<file path="src/rtl/control_sequencer.sv">
//==============================================================================
// Module      : control_sequencer
// Description : Five-step microcoded control sequencer with instruction
//               register, halt latch and run/programming freeze.
// Revision    : 1.0 - initial release
//==============================================================================
`default_nettype none

module control_sequencer (
  input  logic       clk,
  input  logic       clr,
  input  logic       run,
  input  logic [7:0] bus_in,
  output logic [3:0] bus_out,
  output logic [7:0] ir_q,
  output logic [2:0] step,
  output logic       hlt,
  output logic       mi,
  output logic       ro,
  output logic       ri,
  output logic       ii,
  output logic       io,
  output logic       ai,
  output logic       ao,
  output logic       eo,
  output logic       su,
  output logic       bi,
  output logic       oi,
  output logic       ce,
  output logic       co,
  output logic       j
);

  typedef enum logic [2:0] {
    T0 = 3'd0,
    T1 = 3'd1,
    T2 = 3'd2,
    T3 = 3'd3,
    T4 = 3'd4
  } step_t;

  localparam logic [3:0] c_OP_LDA = 4'b0001;
  localparam logic [3:0] c_OP_ADD = 4'b0010;
  localparam logic [3:0] c_OP_SUB = 4'b0011;
  localparam logic [3:0] c_OP_STA = 4'b0100;
  localparam logic [3:0] c_OP_LDI = 4'b0101;
  localparam logic [3:0] c_OP_JMP = 4'b0110;
  localparam logic [3:0] c_OP_OUT = 4'b1110;
  localparam logic [3:0] c_OP_HLT = 4'b1111;

  step_t      r_step;
  step_t      w_step_next;
  logic [7:0] r_ir;
  logic       r_halted;
  logic       w_halt_set;
  logic [3:0] w_opcode;

  assign w_opcode = r_ir[7:4];
  assign bus_out  = r_ir[3:0];
  assign ir_q     = r_ir;
  assign step     = r_step;

  always_ff @(posedge clk or posedge clr) begin
    if (clr) begin
      r_step   <= T0;
      r_ir     <= 8'h00;
      r_halted <= 1'b0;
    end else if (run && !r_halted) begin
      r_step <= w_step_next;
      if (w_halt_set) begin
        r_halted <= 1'b1;
      end
      // ii is already qualified by run and not-halted
      if (ii) begin
        r_ir <= bus_in;
      end
    end
  end

  always_comb begin
    w_step_next = T0;
    w_halt_set  = 1'b0;
    hlt = 1'b0; mi = 1'b0; ro = 1'b0; ri = 1'b0; ii = 1'b0;
    io  = 1'b0; ai = 1'b0; ao = 1'b0; eo = 1'b0; su = 1'b0;
    bi  = 1'b0; oi = 1'b0; ce = 1'b0; co = 1'b0; j  = 1'b0;

    case (r_step)
      T0:      w_step_next = T1;
      T1:      w_step_next = T2;
      T2: begin
        if (w_opcode == c_OP_HLT) begin
          w_halt_set  = 1'b1;
          w_step_next = T2;
        end else begin
          w_step_next = T3;
        end
      end
      T3:      w_step_next = T4;
      T4:      w_step_next = T0;
      default: w_step_next = T0;
    endcase

    // Frozen sequencer drives nothing; a halted one drives only hlt
    if (run && r_halted) begin
      hlt = 1'b1;
    end else if (run) begin
      case (r_step)
        T0: begin
          co = 1'b1; mi = 1'b1;
        end
        T1: begin
          ro = 1'b1; ii = 1'b1; ce = 1'b1;
        end
        T2: begin
          case (w_opcode)
            c_OP_LDA, c_OP_ADD, c_OP_SUB, c_OP_STA: begin
              io = 1'b1; mi = 1'b1;
            end
            c_OP_LDI: begin
              io = 1'b1; ai = 1'b1;
            end
            c_OP_JMP: begin
              io = 1'b1; j = 1'b1;
            end
            c_OP_OUT: begin
              ao = 1'b1; oi = 1'b1;
            end
            c_OP_HLT: hlt = 1'b1;
            default: ;
          endcase
        end
        T3: begin
          case (w_opcode)
            c_OP_LDA: begin
              ro = 1'b1; ai = 1'b1;
            end
            c_OP_ADD, c_OP_SUB: begin
              ro = 1'b1; bi = 1'b1;
            end
            c_OP_STA: begin
              ao = 1'b1; ri = 1'b1;
            end
            default: ;
          endcase
        end
        T4: begin
          if (w_opcode == c_OP_ADD || w_opcode == c_OP_SUB) begin
            eo = 1'b1; ai = 1'b1;
            su = (w_opcode == c_OP_SUB);
          end
        end
        default: ;
      endcase
    end
  end

endmodule

`default_nettype wire

</file>
<file path="config.mk">
export PLATFORM = sky130hd
export DESIGN_NAME = control_sequencer
export DESIGN_NICKNAME = d
export VERILOG_FILES = /design/src/rtl/control_sequencer.sv
export SDC_FILE = /design/constraint.sdc
export NUM_CORES = 1
export LEC_CHECK = 0
export BUFFER_PORTS_ARGS = -buffer_cell sky130_fd_sc_hd__buf_2
export CAP_MARGIN = 15
export CELL_PAD_IN_SITES_DETAIL_PLACEMENT = 0
export CELL_PAD_IN_SITES_GLOBAL_PLACEMENT = 1
export CORE_AREA = 2 2 55 57
export CTS_BUF_LIST = sky130_fd_sc_hd__clkbuf_16
export DETAILED_ROUTE_END_ITERATION = 7
export DIE_AREA = 0 0 57 59
export HOLD_SLACK_MARGIN = 0.03
export PLACE_DENSITY_LB_ADDON = 0.1
export SLEW_MARGIN = 20
export SYNTH_ARGS = -nofsm -noshare
export SYNTH_HDL_FRONTEND = slang
export SYNTH_SLANG_ARGS = --single-unit
</file>
<file path="constraint.sdc">
create_clock -name clk -period 1.64 [get_ports clk]
set_input_delay 0.246 -clock clk [delete_from_list [all_inputs] [get_ports clk]]
set_output_delay 0.246 -clock clk [all_outputs]
set_load 0.02 [all_outputs]
</file>
; Word-level counts from Yosys, hierarchy flattened
; Cells that the tools add are included.
[word_totals]
regBits = 12
mem_count = 0
out_inout_bits = 30
latch_bits = 0
word_cells = 82
romBits = 0
mem_bits_rw = 0
[op_classes]
n_reduce_logical = 11
mux = 56
n_bitwise = 0
div_mod_pow = 0
n_shift = 0
n_eq_ne = 12
n_addsub = 0
n_lt_le_gt_ge = 0
n_mul = 0
[ops]
columns = operator, n
row1 = 1-bit 2-to-1 mux, 51
row2 = "4-bit by 3-bit == test with 1-bit output, second input constant", 3
row3 = 3-bit case mux with 4 select lines, 1
row4 = "4-bit by 2-bit == test with 1-bit output, second input constant", 2
row5 = "4-bit == test, second input constant", 2
row6 = "3-bit by 2-bit == test with 1-bit output, second input constant", 2
row7 = 1-bit case mux with 2 select lines, 3
row8 = 6-bit OR reduction, 1
row9 = "4-bit by 1-bit == test with 1-bit output, second input constant", 1
row10 = 2-bit AND reduction, 2
row11 = 4-bit OR reduction, 1
row12 = "3-bit by 1-bit == test with 1-bit output, second input constant", 1
row13 = "3-bit == test, second input constant", 1
row14 = 3-bit logical NOT, 1
row15 = 1-bit case mux with 3 select lines, 1
row16 = 3-bit OR reduction, 1
row17 = 1-bit logical AND, 2
row18 = 2-bit OR reduction, 1
row19 = 1-bit logical NOT, 1
row20 = 1-bit logical OR, 1

; Longest topological paths before layout
[depth]
depth_word = 6
depth_mapped = 4

; Worst setup path before layout
; Ideal clock, no wire load.
[synth_timing]
path_type = register to output
start = register r_step[2] (netlist: step[2])
end = output port io
arrival_time_ns = 1.485
path_slack_ns = -0.091
stages_incl_launch_ff = 5
cell_sequence = dfrtp_1 -> buf_6 -> nand2b_1 -> nor3_2 -> nor4b_2
[synth_via]
elab_chain_cells = 4
[synth_rtl]
columns = element, line_no
row1 = start: declaration, 51  ; step_t r_step;
row2 = start signal: assignment, 69  ; r_step <= w_step_next;
row3 = 3-bit by 2-bit == test with 1-bit output, 107  ; case (r_step)
row4 = 1-bit 2-to-1 mux, 107
row5 = 1-bit 2-to-1 mux, 106  ; end else if (run) begin
row6 = 1-bit 2-to-1 mux, 104  ; if (run && r_halted) begin
row7 = end: declaration, 22  ; output logic io,
; Every way passes these cells.

; Worst setup path after layout
[layout_timing]
start = register r_step[2] (netlist: step[2])
end = output port ai
[layout_via]
elab_chain_cells = 4
word_cells_on_any_way = 6
cone_classes = eq/ne (3) / mux (3)
[layout_rtl]
columns = element, line_no
row1 = 3-bit == test or 3-bit by 2-bit == test with 1-bit output (tied branches), 107
row2 = 1-bit case mux with 3 select lines (*), 107
row3 = 1-bit 2-to-1 mux (*), 106
row4 = 1-bit 2-to-1 mux (*), 104
row5 = end: declaration, 23  ; output logic ai,
; Every way passes the cells marked *; elsewhere a longest branch is shown, timed or not.

==> run metrics <==
Vias/cell 4.99; worst rel slew slack 0.685; Synth Cell Area 861 um2; Mean Syn Cell Area 10.5 um2; R2R Path End ir_q[7]; Final Setup Violations 11; Place WS 0.0109 ns; P&R area growth vs syn 73.0%; crit path DAT 1.56 ns; CP max FO 6; Leakage 0.708 nW; CTS tree built; Hold Crit Endpoint ir_q[2]; Yosys top cell area share 0.349; worst-case reg-to-reg path depth 5; Worst Slack Setup Final -0.165 ns; top-count cell post-synth dfrtp_1; Port Buffer Count 40; first-pass GRT wire length 3.91 mm; status complete, but fails checks; crit path capture type primary output; Ys Warns 0; nets@finish 147; antenna violations before repair 0; cells after synthesis 82; drt total wl 2.46 mm; RSZ-0062 raised after global routing yes; final hold viol count 0; post-layout util 0.549; max incr delay on CP 0.46 ns; largest net degree at the start of global routing 13; Crit Path Category flop to primary output; Die Span X 57 um; M1 WL 1.09 mm; area of placed instances 0.00116 mm2; failing checks negative setup slack; routed wl met3 107 um; worst hold path cell count 2; synth unique cells 33; worst skew pair latency 0.24 ns; FFs w/ async S/R, synth 1.00; Net Count, Synth 93; Commonest cells post-synth 12 x dfrtp_1, 8 x mux2_4, 6 x buf_4; Top-Level Pins 41; FF-to-FF setup slack 0.05 ns; sequential-to-total area share from yosys stat 0.349; Worst path slowest cell dfrtp_2; CTS buffer count 3; maximum root-to-sink buffer count 2; final instance area 0.00149 mm2; Area contributors post-synth dfrtp_1 35%, mux2_4 14%, buf_4 5.2%, nor4b_2 5.2%, buf_2 2.9%; drt wl/cell 14.8 um; Residual DRC 0; CTS clock-pin slew for the worst setup and hold paths 0.04 ns; grt total ovfl 0; CTS sink count 12; dpl hpwl 1.65 mm; fmax 554 MHz; leading area contributor after synthesis dfrtp_1; metal2 WL 1.22 mm; number of global-route vias before repair 860; Min Hold Slack 0.232 ns; DR pass1 iterations 4; crit path cell chain nor4b_4, nand3_2, a221oi_4, buf_6; total track usage 0.151; actual slew at the worst max-slew pin 0.473 ns; post-synthesis register bit count 12; RePlAce Congestion 0.811; CP required 1.39 ns; Die Footprint 0.00336 mm2; crit share post-route 1.10; Rows 19; top layer in use met4; Routed Antenna Nets 0; DRT iter0 DRCs 21; Initial Utilization 0.318; vias 829; clock root buffer clkbuf_16; max cap viols 0; Final Max Tran Viols 0; Die Ht 59 um; peak supply drop 0.00113 V; Startpoint Class flop; power per cell area 2020 mW/mm2; skew final 0.000938 ns; Max H-tree Level 1; number of flops mapped to enable cells by yosys 0; Primary FF master, synth dfrtp_1; post-layout min period 1.81 ns; RR Startpoint step[1]; n_diodes 0; layout cell share with drive strength beyond 1 0.711; Worst Hold Class input pin to flop; worst hold start bus_in[2]; core box area 0.00271 mm2
==> final cells by class <==
type	instances	area [um2]
multi-input combinational	54	576
fill	257	1220
tap	31	38.8
timing repair buffer	62	477
inverter	3	11.3
sequential	12	308
clock buffer	3	75.1
clock inverter	1	3.75
==> cell usage in the layout, fill, tap and decap left out, types with 2 or more instances in the layout <==
master,count
buf_2,27
buf_4,18
buf_6,13
mux2_4,8
dfrtp_1,6
dfrtp_2,6
nand2_1,3
o31ai_1,3
nor4b_4,3
clkbuf_16,3
nand3b_1,2
nand2b_4,2
nor3_2,2
o21a_1,2
inv_1,2
and4_1,2
nor2_1,2
and3_1,2
nor3_1,2
buf_8,2
==> metal layers <==
metal,global-route usage,vias up
li1,-,397
met1,0.181,405
met2,0.250,23
met3,0.0328,4
met4,0.0930,0
met5,0,-
==> critical path: cells and delay by family (launching register included) <==
| family | cells | cell delay, ns |
|---|---|---|
| flops | 1 | 0.46 |
| compound gates | 1 | 0.31 |
| buf+inv | 1 | 0.15 |
| simple gates | 2 | 0.40 |
==> worst max-delay path by stage <==
stage                  from   to  cells after the start
floorplan           step[2]   io                      4
CTS                 ir_q[7]   ai                      4
finish              step[2]   ai                      4
global route        step[1]   ai                      4
detailed placement  step[1]   ai                      4
global placement    step[0]  hlt                      4
==> report_power, final <==
part | switching, W | internal, W | total (W)
Clock | 0.000130 | 0.000321 | 0.000451
Combinational | 0.000912 | 0.000931 | 0.00184
Sequential | 0.000265 | 0.000456 | 0.000721
Total | 0.00131 | 0.00171 | 0.00301
==> registers in the layout, indices dropped and copies added, names as in the netlist <==
signal,cells
r_halted,1
ir_q,8
step,3
==> repair_timing <==
| item | CTS | global route |
|---|---|---|
| gates cloned | 1 | 0 |
| gates resized for setup | 29 | 23 |
| endpoints found under the setup margin | 14 | 20 |
| pin swaps | 9 | 7 |
| hold buffers | 1 | 0 |
| hold endpoints to repair | 12 | 0 |
| setup buffers | 4 | 2 |
==> through the flow <==
step	setup TNS (ns)	std cells	total power, W
global route	-1.94	166	0.00319
detailed placement	0	154	0.00214
global placement	0	154	0.00215
CTS	-1.13	164	0.00281
floorplan	-0.0119	82	0.00175
finish	-0.865	166	0.00301
==> cells by family (layout without fill, tap and decap cells) <==
family	count (synthesis)	after routing	share of synthesized area
flops	12	12	0.349
buf+inv	16	69	0.121
simple gates	34	34	0.283
mux	8	8	0.140
compound gates	11	11	0.0974
xor+xnor	1	1	0.0102
Note: power is estimated with default switching activity, not from simulation.
